File: config.mk
export PLATFORM = sky130hd
export DESIGN_NAME = ex_mem_skid_reg
export DESIGN_NICKNAME = d
export VERILOG_FILES = /design/src/rtl/ex_mem_skid_reg.sv
export SDC_FILE = /design/constraint.sdc
export NUM_CORES = 1
export LEC_CHECK = 0
export CAP_MARGIN = 40
export CORE_UTILIZATION = 45
export DETAILED_ROUTE_END_ITERATION = 7
export PLACE_DENSITY = 0.86
export RECOVER_POWER = 50
export SYNTH_ARGS = -nofsm -noshare
export SYNTH_HDL_FRONTEND = slang
export SYNTH_SLANG_ARGS = --single-unit
File: constraint.sdc
create_clock -name clk -period 5.6 [get_ports clk]
set_input_delay 0.84 -clock clk [delete_from_list [all_inputs] [get_ports clk]]
set_output_delay 0.84 -clock clk [all_outputs]
set_load 0.03 [all_outputs]
File: src/rtl/ex_mem_skid_reg.sv
// EX->MEM pipeline boundary with valid/ready handshake, synchronous flush and control qualification.
// Define EX_MEM_SKID_EN for the two-entry skid buffer with registered EX_ready; otherwise head register only.
module ex_mem_skid_reg #(
  parameter int XLEN = 32,
  parameter int RD_W = 5
) (
  input  logic            clk,
  input  logic            rst,
  input  logic            EX_valid,
  output logic            EX_ready,
  input  logic [XLEN-1:0] EX_alu_out,
  input  logic [XLEN-1:0] EX_a2,
  input  logic [XLEN-1:0] EX_b2,
  input  logic [RD_W-1:0] EX_rd,
  input  logic            EX_taken,
  input  logic            EX_we,
  input  logic            EX_ld,
  input  logic            EX_str,
  input  logic            EX_byt,
  input  logic            flush,
  output logic            MEM_valid,
  input  logic            MEM_ready,
  output logic [XLEN-1:0] MEM_alu_out,
  output logic [XLEN-1:0] MEM_a2,
  output logic [XLEN-1:0] MEM_b2,
  output logic [RD_W-1:0] MEM_rd,
  output logic            MEM_taken,
  output logic            MEM_we,
  output logic            MEM_ld,
  output logic            MEM_str,
  output logic            MEM_byt,
  output logic [1:0]      occ
);

  localparam int PW = 3*XLEN + RD_W + 5;

  typedef enum logic [1:0] {
    EMPTY = 2'd0,
    ONE   = 2'd1,
    TWO   = 2'd2
  } state_t;

  state_t        state, state_next;
  logic [PW-1:0] in_pay, head_pay;
  logic          head_valid, push, pop, load_head_in;
  logic          raw_we, raw_ld, raw_str, raw_byt;

  assign in_pay     = {EX_alu_out, EX_a2, EX_b2, EX_rd, EX_taken, EX_we, EX_ld, EX_str, EX_byt};
  assign head_valid = (state != EMPTY);
  assign pop        = head_valid && MEM_ready;
  assign push       = EX_valid && EX_ready && !flush;

  always_ff @(posedge clk or posedge rst) begin
    if (rst) state <= EMPTY;
    else     state <= state_next;
  end

`ifdef EX_MEM_SKID_EN
  logic [PW-1:0] skid_pay;
  logic          load_skid, load_head_skid, ex_ready_q;

  // flush wins over every push/pop; payloads keep their old contents
  always_comb begin
    state_next     = state;
    load_head_in   = 1'b0;
    load_head_skid = 1'b0;
    load_skid      = 1'b0;
    if (flush) begin
      state_next = EMPTY;
    end else begin
      case (state)
        EMPTY: if (push) begin
          state_next   = ONE;
          load_head_in = 1'b1;
        end
        ONE: begin
          if (push && pop) begin
            load_head_in = 1'b1;
          end else if (push) begin
            state_next = TWO;
            load_skid  = 1'b1;
          end else if (pop) begin
            state_next = EMPTY;
          end
        end
        TWO: if (pop) begin
          state_next     = ONE;
          load_head_skid = 1'b1;
        end
        default: state_next = EMPTY;
      endcase
    end
  end

  // EX_ready comes straight from a flop so MEM_ready/flush never reach EX combinationally
  always_ff @(posedge clk or posedge rst) begin
    if (rst) begin
      ex_ready_q <= 1'b1;
      skid_pay   <= '0;
      head_pay   <= '0;
    end else begin
      ex_ready_q <= (state_next != TWO);
      if (load_skid) skid_pay <= in_pay;
      if (load_head_in)        head_pay <= in_pay;
      else if (load_head_skid) head_pay <= skid_pay;
    end
  end

  assign EX_ready = ex_ready_q;
  assign occ      = (state == TWO) ? 2'd2 : ((state == ONE) ? 2'd1 : 2'd0);
`else
  // in ONE a push implies a pop, because EX_ready then equals MEM_ready
  always_comb begin
    state_next   = state;
    load_head_in = 1'b0;
    if (flush) begin
      state_next = EMPTY;
    end else begin
      case (state)
        EMPTY: if (push) begin
          state_next   = ONE;
          load_head_in = 1'b1;
        end
        ONE: begin
          if (push)     load_head_in = 1'b1;
          else if (pop) state_next   = EMPTY;
        end
        default: state_next = EMPTY;
      endcase
    end
  end

  always_ff @(posedge clk or posedge rst) begin
    if (rst)               head_pay <= '0;
    else if (load_head_in) head_pay <= in_pay;
  end

  assign EX_ready = !head_valid || MEM_ready;
  assign occ      = {1'b0, (state == ONE)};
`endif

  assign {MEM_alu_out, MEM_a2, MEM_b2, MEM_rd, MEM_taken, raw_we, raw_ld, raw_str, raw_byt} = head_pay;

  assign MEM_valid = head_valid;
  assign MEM_we    = raw_we  && head_valid;
  assign MEM_ld    = raw_ld  && head_valid;
  assign MEM_str   = raw_str && head_valid;
  assign MEM_byt   = raw_byt && head_valid;

endmodule

==> results of run 1 <==
==> routing by layer <==
layer / wire length (um) / vias to the layer above / share of wire / global-route usage
li1: - / 1262 / - / -
met1: 3650 / 1366 / 0.38 / 0.212
met2: 4970 / 134 / 0.51 / 0.320
met3: 823 / 18 / 0.085 / 0.0625
met4: 238 / 0 / 0.025 / 0.0765
met5: 0 / - / 0 / 0
==> synth_stat cells (all sizes together) <==
master	n	area share
nor3b	1	0.0039
and2	4	0.0052
inv	2	0.0016
nor2b	1	0.0018
mux2	106	0.25
conb	1	0.00078
nor2	2	0.0016
dfrtp	107	0.56
buf	114	0.18
==> cell type report <==
cell class,instances,area share
Inverter,2,0.00135
Sequential cell,107,0.412
Clock inverter,5,0.00847
Clock buffer,10,0.0196
Tap cell,136,0.0262
Timing Repair Buffer,222,0.341
Multi-Input combinational cell,115,0.191
==> cells by family (layout without fill, tap and decap cells) <==
group / after synthesis / count (layout) / synth area share
flip-flops: 107 / 107 / 0.558
other: 1 / 1 / 0.000782
AND/OR/NAND/NOR: 8 / 8 / 0.0125
multiplexers: 106 / 106 / 0.249
buffers and inverters: 116 / 239 / 0.180
==> how the worst max path moves through the flow <==
stage,startpoint,end,cells after the start
6_report,MEM_ready,head_pay[30]$_DFFE_PP0P_,5
5_1_grt,MEM_ready,head_pay[34]$_DFFE_PP0P_,5
4_1_cts,MEM_ready,EX_ready,4
3_5_place_dp,MEM_ready,head_pay[0]$_DFFE_PP0P_,5
3_3_place_gp,MEM_ready,head_pay[30]$_DFFE_PP0P_,5
2_1_floorplan,rst,head_pay[0]$_DFFE_PP0P_,1
==> per-stage QoR <==
| step | utilization | std cells | area, um2 |
|---|---|---|---|
| finish | 0.629 | 597 | 6500 |
| floorplan | - | 338 | 4800 |
| global placement | 0.613 | 582 | 6330 |
| global route | 0.629 | 597 | 6500 |
| detailed placement | 0.613 | 582 | 6330 |
| CTS | 0.631 | 597 | 6510 |
==> registers in the layout, summed over array words and instances (netlist names) <==
signal,cells
head_pay,106
state,1
==> power by group <==
part	total (uW)	switching, uW	internal [uW]	leakage, uW
clock network	457	254	203	0.0000881
registers	964	61.3	903	0.00126
logic	742	403	339	0.00134
total	2160	719	1440	0.00268
==> results_dict.tcl, run 1 <==
set metrics [dict create \
    diodes 0 \
    dpl.hpwl_mm 7.26 \
    num_vias 2780 \
    die_area_um2 11100 \
    first_iter_violations 71 \
    dieHeight_um 105 \
    ant_nets 0 \
    synth-seq-area-share 0.558 \
    finalCritPeriodShare 0.651 \
    critical_path_class "in2reg" \
    cts_tree "done" \
    io_buffer_count 219 \
    cts_sinks 107 \
    drt-total-wl_mm 9.68 \
    critPathMaxFanout 49 \
    layout_common_cells "clkdlybuf4s50_1 (132), dfrtp_1 (107), dlygate4sd3_1 (87)" \
    syn2layout_area_growth_pct 35.4 \
    avgViaCountPerCell 4.66 \
    path_delay_family "simple AND/OR/NAND/NOR gates" \
    power.density_nw_per_um2 333 \
    cp-end-kind "register" \
    max_slew_margin -0.683 \
    drv_cap 2 \
    arrival_ns 3.89 \
    rr_worst_depth 4 \
    core-area_um2 10300 \
    clock_latency_ns 0.36 \
    ys_seq_elements 107 \
    tightest_slew_ns 2.51 \
    worstPathCellList "dlygate4sd3_1, nor2b_1, nor3b_1, buf_4, mux2_2" \
    mostFrequentLayoutCell "clkdlybuf4s50_1" \
    ys_types 12 \
    hp-class "reg2reg" \
    reg2reg_setup_slack_ns 2.36 \
    syn-cell-area_um2 4800 \
    grt_use_total 0.186 \
    grt_pass1_vias 3093 \
    cts-buffers-inserted 9 \
    hold_viol 0 \
    cp.buffers_inverters 2 \
    rsz0062_at_grt "no" \
    antenna_found_initial 0 \
    cts_hold_buf 0 \
    dr.pass1.iters 4 \
    clkTransAtPathRegs_ns 0.09 \
    setup_viol 0 \
    p_leak_uw 0.00268 \
    status "finished, violations left" \
    slowest_delay_ns 1.30 \
    fin_crit_ns 3.64 \
    grt_pass1_wl_mm 15.8 \
    crit-reg2reg-launch "state[0]$_DFFE_PP0P_" \
    skew_ns 0.00601 \
    setup_slack_ns 1.96 \
    io-pin-count 221 \
    syn_nets 449 \
    total_power_uw 2160 \
    finalWeightedCongestion 0.704 \
    die_w_um 105 \
    drive_gt1_frac 0.182 \
    r2r-end "head_pay[30]$_DFFE_PP0P_" \
    drv_slew 74 \
    violations "capacitance limit, slew limit" \
    initial_core_util 0.465 \
    place_ws_ns 2.46 \
    htreeDepth 3 \
    fp-row-count 37 \
    tns_ns 0 \
    hold_depth 1 \
    max-clock-path-buffers 2 \
    start_kind "primary input" \
    peakVddDrop_uv 153 \
    grt_overflow 0 \
    fmax_mhz 275 \
    hold_ws_ns 0.485 \
    fillCellCount 809 \
    cts_setup_buffers 0 \
    yosys_warnings 0 \
    synth_cells 338 \
    post_cts_resized 0 \
    drc_errors 0 \
    synth.avg_cell_area_um2 14.2 \
    post_drt_wl_per_cell_um 16.2 \
    nNetsFinal 568 \
    multiInputGateArea_um2 1240 \
    final-seq-area_um2 2680 \
    crit_required_ns 5.85 \
    cts-root-buf "clkbuf_8" \
    grt_max_degree 60 \
    crit_path_top_delay_cell "nor3b_1" \
    hold_end "head_pay[56]$_DFFE_PP0P_" \
    hp-start "head_pay[56]$_DFFE_PP0P_" \
]
No activity file was read; power rests on OpenSTA's default activity.
==> inputs of run 2 (changes only) <==
Settings changed: CORE_UTILIZATION 45 to 42, PLACE_DENSITY 0.86 to 0.81.
Clock period 5.6 ns to 3.6 ns, I/O delays scaled along.
==> run 2 against run 1 <==
- the flow now finishes without violations
- clock power grew 120%
- sequential cell count is the same
- largest cell class unchanged
- sequential power grew 57%
- critical path type unchanged
- hold slack is essentially flat
- cell area grew 2.1%
- die area grew 7.0%
- critical endpoint is now head_pay[98]$_DFFE_PP0P_
==> results_dict.tcl, run 2 (same netlist as run 1, synthesis figures left out) <==
set metrics [dict create \
    status "finished, final reports clean" \
    setup_viol 0 \
    arrival_ns 2.90 \
    initial_core_util 0.437 \
    drc_errors 0 \
    core-area_um2 11000 \
    critical_path_class "in2reg" \
    cts_setup_buffers 0 \
    finalCritPeriodShare 0.743 \
    peakVddDrop_uv 323 \
    crit-reg2reg-launch "state[0]$_DFFE_PP0P_" \
    die_area_um2 11900 \
    htreeDepth 3 \
    grtUsageMet1 0.190 \
    grt_pass1_vias 3042 \
    place_ws_ns 1.14 \
    first_iter_violations 59 \
    cts-buffers-inserted 9 \
    p_leak_uw 0.00271 \
    rsz0062_at_grt "no" \
    avgViaCountPerCell 4.63 \
    max-clock-path-buffers 2 \
    power.density_nw_per_um2 561 \
    dp.cells 586 \
    cts_hold_buf 0 \
    grt_pass1_wl_mm 15.4 \
    largest-register "head_pay" \
    reg_top3 "head_pay (106), state (1)" \
    fp-row-count 38 \
    drv_slew 0 \
    fillCellCount 871 \
    dr.pass1.iters 3 \
    cts-root-buf "clkbuf_16" \
    clock_latency_ns 0.34 \
    finalWeightedCongestion 0.701 \
    cp-startpoint "MEM_ready" \
    path_delay_family "buffers and inverters" \
    grt_use_total 0.173 \
    max_slew_margin 0.0528 \
    ant_nets 0 \
    critPathMaxFanout 57 \
    rr_worst_depth 4 \
    nNetsFinal 568 \
    tns_ns 0 \
    io-pin-count 221 \
    fin_cells 602 \
    drt-total-wl_mm 9.84 \
    largest_reg_flops 106 \
    setup_slack_ns 0.927 \
    endpoint "head_pay[98]$_DFFE_PP0P_" \
    die_w_um 109 \
    clkTransAtPathRegs_ns 0.07 \
    cp_num_cells 5 \
    grt_max_degree 62 \
    worstPathCellList "dlygate4sd3_1, nor2b_1, nor3b_4, clkbuf_2, mux2_2" \
    fin_crit_ns 2.67 \
    crit_path_top_delay_cell "clkbuf_2" \
    hold_depth 1 \
    dieHeight_um 109 \
    fmax_mhz 374 \
    tightest_slew_ns 1.42 \
    mostFrequentLayoutCell "clkdlybuf4s50_1" \
    stdcell_area_um2 6630 \
    post_drt_wl_per_cell_um 16.3 \
    hp-class "reg2reg" \
    grt_util_met3 0.0825 \
    layout_common_cells "clkdlybuf4s50_1 (217), dfrtp_1 (107), mux2_2 (66)" \
    io_buffer_count 219 \
    crit_required_ns 3.82 \
    cp.buffers_inverters 2 \
    cp-end-kind "register" \
    cts_sinks 107 \
    drv_cap 0 \
    num_vias 2788 \
    syn2layout_area_growth_pct 38.2 \
    hold_viol 0 \
    r2r-end "head_pay[98]$_DFFE_PP0P_" \
    met2_usage 0.288 \
    diodes 0 \
    grt_overflow 0 \
    antenna_found_initial 0 \
    top_usage_layer "met2" \
    cts_tree "done" \
    start_kind "primary input" \
    skew_ns 0.0105 \
    dpl.hpwl_mm 7.44 \
    slowest_delay_ns 1.05 \
    placed_cell_area_um2 6360 \
    reg2reg_setup_slack_ns 1.04 \
    post_cts_resized 0 \
    drive_gt1_frac 0.186 \
]
run 2: final cells by class:
class | count | area, um2 | area share
Sequential cell | 107 | 2680 | 0.404
Clock inverter | 5 | 62.6 | 0.00943
Clock buffer | 11 | 243 | 0.0366
Multi-Input combinational cell | 115 | 1250 | 0.189
Tap cell | 140 | 175 | 0.0264
Timing Repair Buffer | 222 | 2210 | 0.333
Inverter | 2 | 10.0 | 0.00151
run 2: how the worst min path moves through the flow:
stage | start | endpoint
after floorplan | head_pay[35]$_DFFE_PP0P_ | head_pay[35]$_DFFE_PP0P_
after global placement | head_pay[44]$_DFFE_PP0P_ | head_pay[44]$_DFFE_PP0P_
after detailed placement | head_pay[69]$_DFFE_PP0P_ | head_pay[69]$_DFFE_PP0P_
after CTS | head_pay[69]$_DFFE_PP0P_ | head_pay[69]$_DFFE_PP0P_
after global routing | head_pay[57]$_DFFE_PP0P_ | head_pay[57]$_DFFE_PP0P_
final | head_pay[57]$_DFFE_PP0P_ | head_pay[57]$_DFFE_PP0P_
run 2: metal layers:
| layer | up-vias | wire (um) |
|---|---|---|
| met5 | - | 0 |
| met4 | 0 | 138 |
| met3 | 10 | 1230 |
| met2 | 149 | 4790 |
| met1 | 1369 | 3680 |
| li1 | 1260 | - |
run 2: through the flow:
stage,utilization,power [uW],hold WS [ns]
after global routing,0.604,3900,0.501
after floorplan,-,2450,0.459
after detailed placement,0.579,2770,0.474
after global placement,0.579,2740,0.466
after CTS,0.607,3780,0.490
final,0.604,3720,0.485
run 2: power by group:
group	switching, uW	internal [uW]
sequential	105	1410
combinational	630	589
clock	433	561
